--- src/rtl/lcd_bus_pkg.sv ---
// Shared opcodes, state encoding and helpers for the 8080-style LCD bus responder.
package lcd_bus_pkg;

  localparam int DEF_WIDTH  = 128;
  localparam int DEF_HEIGHT = 32;

  localparam logic [7:0] DEF_ID1 = 8'h00;
  localparam logic [7:0] DEF_ID2 = 8'h93;
  localparam logic [7:0] DEF_ID3 = 8'h41;

  localparam logic [7:0] CMD_NOP     = 8'h00;
  localparam logic [7:0] CMD_SWRESET = 8'h01;
  localparam logic [7:0] CMD_DISPOFF = 8'h28;
  localparam logic [7:0] CMD_DISPON  = 8'h29;
  localparam logic [7:0] CMD_CASET   = 8'h2A;
  localparam logic [7:0] CMD_PASET   = 8'h2B;
  localparam logic [7:0] CMD_RAMWR   = 8'h2C;
  localparam logic [7:0] CMD_RDDID   = 8'h04;

  typedef enum logic [2:0] {
    ST_IDLE,
    ST_CASET,
    ST_PASET,
    ST_RAMWR,
    ST_RDID
  } bus_state_t;

  // Saturate a 16-bit bus address to the last valid column/row.
  function automatic logic [7:0] clamp_addr(input logic [15:0] value,
                                            input logic [15:0] limit);
    return (value > limit) ? limit[7:0] : value[7:0];
  endfunction

endpackage

--- src/rtl/lcd_bus_sync.sv ---
// Two-flop synchronisers for the asynchronous bus pins plus registered strobe-edge
// detection, including the illegal wrx/rdx-both-low condition.
module lcd_bus_sync (
  input  logic       clock,
  input  logic       reset,
  input  logic       csx,
  input  logic       dcx,
  input  logic       wrx,
  input  logic       rdx,
  input  logic       resx,
  input  logic [7:0] data_in,
  output logic       wr_event,
  output logic       rd_start,
  output logic       rd_end,
  output logic       conflict,
  output logic       csx_sync,
  output logic       resx_sync,
  output logic       dcx_sync,
  output logic [7:0] data_sync
);

  // Packed as {resx, rdx, wrx, dcx, csx}; idle bus has all strobes high.
  localparam logic [4:0] CTL_IDLE = 5'b11101;

  logic [4:0] ctl_meta;
  logic [4:0] ctl_sync;
  logic [7:0] data_meta;
  logic       wrx_sync;
  logic       rdx_sync;
  logic       wrx_prev;
  logic       rdx_prev;
  logic       rel_prev;
  logic       both_prev;
  logic       wr_bad;
  logic       both_low;
  logic       rel_now;

  assign {resx_sync, rdx_sync, wrx_sync, dcx_sync, csx_sync} = ctl_sync;

  assign both_low = ~wrx_sync & ~rdx_sync & ~csx_sync;
  assign rel_now  = rdx_sync | csx_sync;

  // NOTE: every flop here uses <= so all stages sample the previous cycle's values;
  // a blocking assignment would collapse the two-flop chain into one.
  always_ff @(posedge clock) begin
    if (reset) begin
      ctl_meta  <= CTL_IDLE;
      ctl_sync  <= CTL_IDLE;
      data_meta <= 8'h00;
      data_sync <= 8'h00;
      wrx_prev  <= 1'b1;
      rdx_prev  <= 1'b1;
      rel_prev  <= 1'b1;
      both_prev <= 1'b0;
      wr_bad    <= 1'b0;
      wr_event  <= 1'b0;
      rd_start  <= 1'b0;
      rd_end    <= 1'b0;
      conflict  <= 1'b0;
    end else begin
      ctl_meta  <= {resx, rdx, wrx, dcx, csx};
      ctl_sync  <= ctl_meta;
      data_meta <= data_in;
      data_sync <= data_meta;
      wrx_prev  <= wrx_sync;
      rdx_prev  <= rdx_sync;
      rel_prev  <= rel_now;
      both_prev <= both_low;
      // A wrx low phase that overlapped rdx low must not produce a write on release.
      if (both_low) begin
        wr_bad <= 1'b1;
      end else if (wrx_sync) begin
        wr_bad <= 1'b0;
      end
      wr_event <= wrx_sync & ~wrx_prev & ~csx_sync & ~wr_bad;
      rd_start <= ~rdx_sync & rdx_prev & ~csx_sync & ~both_low;
      rd_end   <= rel_now & ~rel_prev;
      conflict <= both_low & ~both_prev;
    end
  end

endmodule

--- src/rtl/lcd_bus_responder.sv ---
// Emulated panel on an 8080-style LCD bus: decodes the command subset, tracks the
// address window and turns RAMWR bytes into framebuffer write strobes.
module lcd_bus_responder
  import lcd_bus_pkg::*;
#(
  parameter int         WIDTH  = DEF_WIDTH,
  parameter int         HEIGHT = DEF_HEIGHT,
  parameter logic [7:0] ID1    = DEF_ID1,
  parameter logic [7:0] ID2    = DEF_ID2,
  parameter logic [7:0] ID3    = DEF_ID3
) (
  input  logic       clock,
  input  logic       reset,
  input  logic       csx,
  input  logic       dcx,
  input  logic       wrx,
  input  logic       rdx,
  input  logic       resx,
  input  logic [7:0] data_in,
  output logic [7:0] data_out,
  output logic       data_oe,
  output logic [7:0] fb_x,
  output logic [7:0] fb_y,
  output logic [7:0] fb_data,
  output logic       fb_write,
  output logic       display_on,
  output logic       proto_error
);

  localparam logic [15:0] X_LIMIT = 16'(WIDTH - 1);
  localparam logic [15:0] Y_LIMIT = 16'(HEIGHT - 1);

  logic       wr_event;
  logic       rd_start;
  logic       rd_end;
  logic       conflict;
  logic       csx_sync;
  logic       resx_sync;
  logic       dcx_sync;
  logic [7:0] data_sync;

  bus_state_t state;
  bus_state_t state_next;

  logic [2:0] param_idx;
  logic [7:0] p_start_hi;
  logic [7:0] p_start_lo;
  logic [7:0] p_end_hi;
  logic [7:0] sc, ec, sp, ep;
  logic [7:0] x, y;
  logic [2:0] read_idx;
  logic       rd_active;

  logic        soft_reset;
  logic        err;
  logic        cmd_seen;
  logic        disp_on_set;
  logic        disp_off_set;
  logic        param_store;
  logic        win_commit;
  logic        fb_strobe;
  logic        rd_begin;
  logic        rd_finish;
  logic [15:0] lim;
  logic [7:0]  win_lo;
  logic [7:0]  win_hi;
  logic [7:0]  rd_byte;

  lcd_bus_sync u_sync (
    .clock     (clock),
    .reset     (reset),
    .csx       (csx),
    .dcx       (dcx),
    .wrx       (wrx),
    .rdx       (rdx),
    .resx      (resx),
    .data_in   (data_in),
    .wr_event  (wr_event),
    .rd_start  (rd_start),
    .rd_end    (rd_end),
    .conflict  (conflict),
    .csx_sync  (csx_sync),
    .resx_sync (resx_sync),
    .dcx_sync  (dcx_sync),
    .data_sync (data_sync)
  );

  // NOTE: every signal driven here gets a default before any branch, so no path
  // leaves one unassigned and no latch is inferred.
  always_comb begin
    state_next   = state;
    soft_reset   = 1'b0;
    err          = 1'b0;
    cmd_seen     = 1'b0;
    disp_on_set  = 1'b0;
    disp_off_set = 1'b0;
    param_store  = 1'b0;
    win_commit   = 1'b0;
    fb_strobe    = 1'b0;
    rd_begin     = 1'b0;
    rd_finish    = 1'b0;
    lim          = (state == ST_CASET) ? X_LIMIT : Y_LIMIT;
    win_lo       = clamp_addr({p_start_hi, p_start_lo}, lim);
    win_hi       = clamp_addr({p_end_hi, data_sync}, lim);

    if (conflict) begin
      err = 1'b1;
    end else if (wr_event) begin
      if (!dcx_sync) begin
        cmd_seen   = 1'b1;
        state_next = ST_IDLE;
        case (data_sync)
          CMD_NOP:     ;
          CMD_SWRESET: soft_reset   = 1'b1;
          CMD_DISPOFF: disp_off_set = 1'b1;
          CMD_DISPON:  disp_on_set  = 1'b1;
          CMD_CASET:   state_next   = ST_CASET;
          CMD_PASET:   state_next   = ST_PASET;
          CMD_RAMWR:   state_next   = ST_RAMWR;
          CMD_RDDID:   state_next   = ST_RDID;
          default:     err          = 1'b1;
        endcase
      end else begin
        case (state)
          ST_CASET, ST_PASET: begin
            if (param_idx != 3'd4) begin
              param_store = 1'b1;
            end
            if (param_idx == 3'd3) begin
              if (win_lo > win_hi) begin
                err = 1'b1;
              end else begin
                win_commit = 1'b1;
              end
            end
          end
          ST_RAMWR: fb_strobe = 1'b1;
          default:  ;
        endcase
      end
    end else if (state == ST_RDID) begin
      if (rd_start && !rd_active) begin
        rd_begin = 1'b1;
      end else if (rd_end && rd_active) begin
        rd_finish = 1'b1;
      end
    end
  end

  always_comb begin
    case (read_idx)
      3'd1:    rd_byte = ID1;
      3'd2:    rd_byte = ID2;
      3'd3:    rd_byte = ID3;
      default: rd_byte = 8'h00;
    endcase
  end

  always_ff @(posedge clock) begin
    if (reset || !resx_sync) begin
      state <= ST_IDLE;
    end else begin
      state <= state_next;
    end
  end

  always_ff @(posedge clock) begin
    if (reset || !resx_sync || soft_reset) begin
      param_idx   <= 3'd0;
      p_start_hi  <= 8'h00;
      p_start_lo  <= 8'h00;
      p_end_hi    <= 8'h00;
      sc          <= 8'h00;
      ec          <= X_LIMIT[7:0];
      sp          <= 8'h00;
      ep          <= Y_LIMIT[7:0];
      x           <= 8'h00;
      y           <= 8'h00;
      read_idx    <= 3'd0;
      rd_active   <= 1'b0;
      data_out    <= 8'h00;
      display_on  <= 1'b0;
      fb_write    <= 1'b0;
      fb_x        <= 8'h00;
      fb_y        <= 8'h00;
      fb_data     <= 8'h00;
      proto_error <= 1'b0;
    end else begin
      fb_write    <= fb_strobe;
      proto_error <= err;

      if (disp_on_set) begin
        display_on <= 1'b1;
      end
      if (disp_off_set) begin
        display_on <= 1'b0;
      end

      if (cmd_seen) begin
        param_idx <= 3'd0;
        rd_active <= 1'b0;
        data_out  <= 8'h00;
        if (state_next == ST_RAMWR) begin
          x <= sc;
          y <= sp;
        end
        if (state_next == ST_RDID) begin
          read_idx <= 3'd0;
        end
      end

      if (param_store) begin
        param_idx <= param_idx + 3'd1;
        case (param_idx)
          3'd0:    p_start_hi <= data_sync;
          3'd1:    p_start_lo <= data_sync;
          3'd2:    p_end_hi   <= data_sync;
          default: ;
        endcase
      end

      if (win_commit) begin
        if (state == ST_CASET) begin
          sc <= win_lo;
          ec <= win_hi;
        end else begin
          sp <= win_lo;
          ep <= win_hi;
        end
      end

      if (fb_strobe) begin
        fb_x    <= x;
        fb_y    <= y;
        fb_data <= data_sync;
        if (x < ec) begin
          x <= x + 8'd1;
        end else begin
          x <= sc;
          y <= (y == ep) ? sp : y + 8'd1;
        end
      end

      if (rd_begin) begin
        rd_active <= 1'b1;
        data_out  <= rd_byte;
      end
      if (rd_finish) begin
        rd_active <= 1'b0;
        data_out  <= 8'h00;
        if (read_idx != 3'd4) begin
          read_idx <= read_idx + 3'd1;
        end
      end
    end
  end

  assign data_oe = rd_active & ~csx_sync & (state == ST_RDID);

endmodule

--- config.mk ---
export PLATFORM = sky130hd
export DESIGN_NAME = lcd_bus_responder
export DESIGN_NICKNAME = d
export VERILOG_FILES = /design/src/rtl/lcd_bus_pkg.sv /design/src/rtl/lcd_bus_sync.sv /design/src/rtl/lcd_bus_responder.sv
export SDC_FILE = /design/constraint.sdc
export NUM_CORES = 1
export LEC_CHECK = 0
export ABC_AREA = 1
export BUFFER_PORTS_ARGS = -buffer_cell sky130_fd_sc_hd__buf_2
export CORE_ASPECT_RATIO = 1.4
export CORE_MARGIN = 2
export CORE_UTILIZATION = 60
export CTS_CLUSTER_DIAMETER = 120
export DETAILED_ROUTE_END_ITERATION = 8
export GPL_ROUTABILITY_DRIVEN = 0
export PLACE_DENSITY = 0.77
export SLEW_MARGIN = 20
export SYNTH_ARGS = -nofsm -noshare
export SYNTH_HDL_FRONTEND = slang
export SYNTH_HIERARCHICAL = 1
export SYNTH_SLANG_ARGS = --single-unit
--- constraint.sdc ---
create_clock -name clock -period 4.44 [get_ports clock]
set_input_delay 0.444 -clock clock [delete_from_list [all_inputs] [get_ports clock]]
set_output_delay 0.444 -clock clock [all_outputs]
set_load 0.02 [all_outputs]
==> impl_metrics.csv <==
group,metric,value,unit
run_status,status,"finished clean",
clock_tree,cts_tree,"built",
global_route,grt_overflow,0,
routing,drt_iter0_markers,343,
critical_path,critical_path_class,"register to register",
logic_synthesis,synthTopCellsByArea,"dfxtp_1 44%, nand2_1 11%, nor2_1 7.1%",
logic_synthesis,syn_area,0.006745,mm^2
logic_synthesis,synth-seq-cells,147,
critical_path,critPathSlowestCell,"dfxtp_1",
critical_path,critPathArrivalTime,4.05,ns
sta,min_period,3.697,ns
power_and_ir_drop,max-vdd-ir-drop,0.3415,mV
critical_path,worstSetupStartpointType,"register",
critical_path,cp_top_family,"simple AND/OR/NAND/NOR gates",
floorplan,die_y,129.5,um
floorplan,ios,51,
sta,finalClockSkew,0.009659,ns
logic_synthesis,yosys_most_used_dff,"dfxtp_1",
critical_path,path_common_cell,"nand2_1",
floorplan,die_area,0.01212,mm^2
sta,rsz0062_at_grt,"no",
clock_tree,clockBufferDepth,2,
final_layout,final_cell_area,0.007700,mm^2
sta,max_freq,270.5,MHz
critical_path,path_cells,"inv_1 -> nor3_1 -> inv_1 -> ha_1 -> nand3_1 -> o21bai_1 -> nand2_1 -> or2_2 -> ha_1 -> nand2_1 -> inv_1 -> o21ai_0 -> nand2_1 -> nand2_1 -> nand2_1 -> nand2_1 -> nand3_2 -> buf_4 -> nand2_1 -> nand2_1 -> nor2_1",
clock_tree,clock_latency,0.42,ns
final_layout,antenna_cells,0,
sta,max-slew-margin-rel,0.3574,
clock_tree,root_buffer,"clkbuf_16",
clock_tree,h-tree-depth,4,
global_route,grt_pass1_vias,5556,
logic_synthesis,synth_cells,918,
global_route,antenna_found_initial,0,
critical_path,worstPathRequired,4.80,ns
floorplan,coreArea,0.01092,mm^2
global_route,grt_max_degree,69,
routing,remaining_drc_errors,0,
place,place_area,0.007008,mm^2
routing,vias,5795,
sta,fin_setup_tns,0,ns
routing,postRouteAntennaNets,0,
floorplan,fp.dieW,93.61,um
min_path,hold_path.class,"primary input to register",
sta,hold_viol,0,
power_and_ir_drop,p_leak,3.713,nW
global_route,grt_pass1_wl,25.56,mm
floorplan,row_count,45,
logic_synthesis,yosys_warnings,6,
routing,wl_per_cell,13.66,um
logic_synthesis,syn_avg_cell_area,7.348,um^2
clock_tree,cts-hold-fix-buffers,0,
clock_tree,path_clk_slew,0.06,ns
sta,fin_crit_sh,0.8327,
sta,slew_violations,0,
logic_synthesis,ys_types,39,
critical_path,max_stage_delay,0.36,ns
global_route,grt_use_total,0.2664,
logic_synthesis,seq_area_frac_synth,0.4363,
critical_path,end_kind,"register",
clock_tree,numCtsBuffers,17,
final_layout,layout.nets,1000,
final_layout,area_delta_synth_final,14.15,%
sta,tightest_slew,0.9604,ns
critical_path,cp_max_fo,17,
place,post-dp-hpwl,10.08,mm
logic_synthesis,synth-edff-count,0,
final_layout,final_cell_mix,"201 x nand2_1, 147 x dfxtp_1, 128 x nor2_1",
routing,via_per_inst,5.230,
critical_path,cp.buffers_inverters,4,
final_layout,mostFrequentLayoutCell,"nand2_1",
power_and_ir_drop,power-per-cell-area,402.8,mW/mm^2
routing,wl,15.13,mm
logic_synthesis,yosys.area.top_type,"dfxtp_1",
logic_synthesis,async_reset_ff_frac,0,
place,io_buffers,47,
routing,dr.pass1.iters,6,
final_layout,layout-drive-gt1-share,0.1179,
clock_tree,clock-sinks,147,
run,cap_viol_max_count,0,
sta,setup_viol,0,
floorplan,start_util,0.6175,
logic_synthesis,synth_top_area_frac,0.4363,
## cells by family after synthesis
kind of cell,share of synthesized area
AO/OA/AOI/OAI,0.1009
flip-flops,0.4363
buffers and inverters,0.09312
adder cells (fa/ha/maj),0.05565
XOR/XNOR,0.02467
other,0.001113
AND/OR/NAND/NOR,0.2883
## layout make-up
type | count | area [um^2]
flip-flops and latches | 147 | 2943
clock inverters | 14 | 260.3
fillers | 930 | 3223
inverters | 116 | 439.2
repair buffers | 51 | 265.3
multi-input cells | 622 | 3191
well taps | 141 | 176.4
clock buffers | 17 | 425.4
## repair_timing
action / in CTS / in global routing
setup buffers: 0 / 0
endpoints found under the setup margin: 0 / 6
gates resized for setup: 0 / 1
hold endpoints to repair: 0 / 0
## path summary, 6_finish.rpt
| check | from | to | slack [ns] | cells after the start |
|---|---|---|---|---|
| max | state[0] | sp[5] | 0.74 | 21 |
| min | csx | u_sync/ctl_meta[0] | 0.20 | 2 |
| max reg2reg | state[0] | sp[5] | 0.74 | 21 |
| min reg2reg | u_sync/data_meta[3] | u_sync/data_sync[3] | 0.39 | 2 |
## layer usage
| metal | track usage | share of wire | up-vias |
|---|---|---|---|
| li1 | - | - | 2978 |
| met1 | 0.2968 | 0.40 | 2628 |
| met2 | 0.4888 | 0.53 | 161 |
| met3 | 0.06395 | 0.048 | 28 |
| met4 | 0.09974 | 0.020 | 0 |
| met5 | 0 | 0 | - |
## stage by stage
| stage | power [mW] | hold WS, ns | utilization | std cells | worst slack [ns] |
|---|---|---|---|---|---|
| after CTS | 3.113 | 0.1885 | 0.7044 | 1108 | 0.5256 |
| after global placement | 1.458 | 0.3845 | 0.6416 | 1077 | 0.6536 |
| after detailed placement | 1.460 | 0.3862 | 0.6416 | 1077 | 0.5727 |
| after floorplan | 1.440 | 0.3763 | - | 921 | 1.291 |
| after global routing | 3.192 | 0.1906 | 0.7049 | 1108 | 0.1731 |
| final | 3.101 | 0.1952 | 0.7049 | 1108 | 0.7429 |
## report_power, final
group	internal [mW]	total, mW	switching, mW
sequential	1.33	1.34	0.00808
combinational	0.0268	0.0932	0.0663
clock	1.11	1.67	0.563
total	2.46	3.10	0.638
## synthesized netlist by cell type, types with 3 or more instances
library cell,instances
a211oi_1,22
a21oi_1,54
buf_2,14
buf_4,6
clkbuf_1,13
dfxtp_1,147
ha_1,30
inv_1,111
inv_2,4
nand2_1,201
nand2_2,3
nand3_1,58
nand3b_1,4
nand4_1,11
nor2_1,128
nor2_2,7
nor3_1,12
o21ai_0,35
or2_1,9
or2_2,8
xnor2_1,8
xor2_1,11
Power figures use the tool's default switching activity.
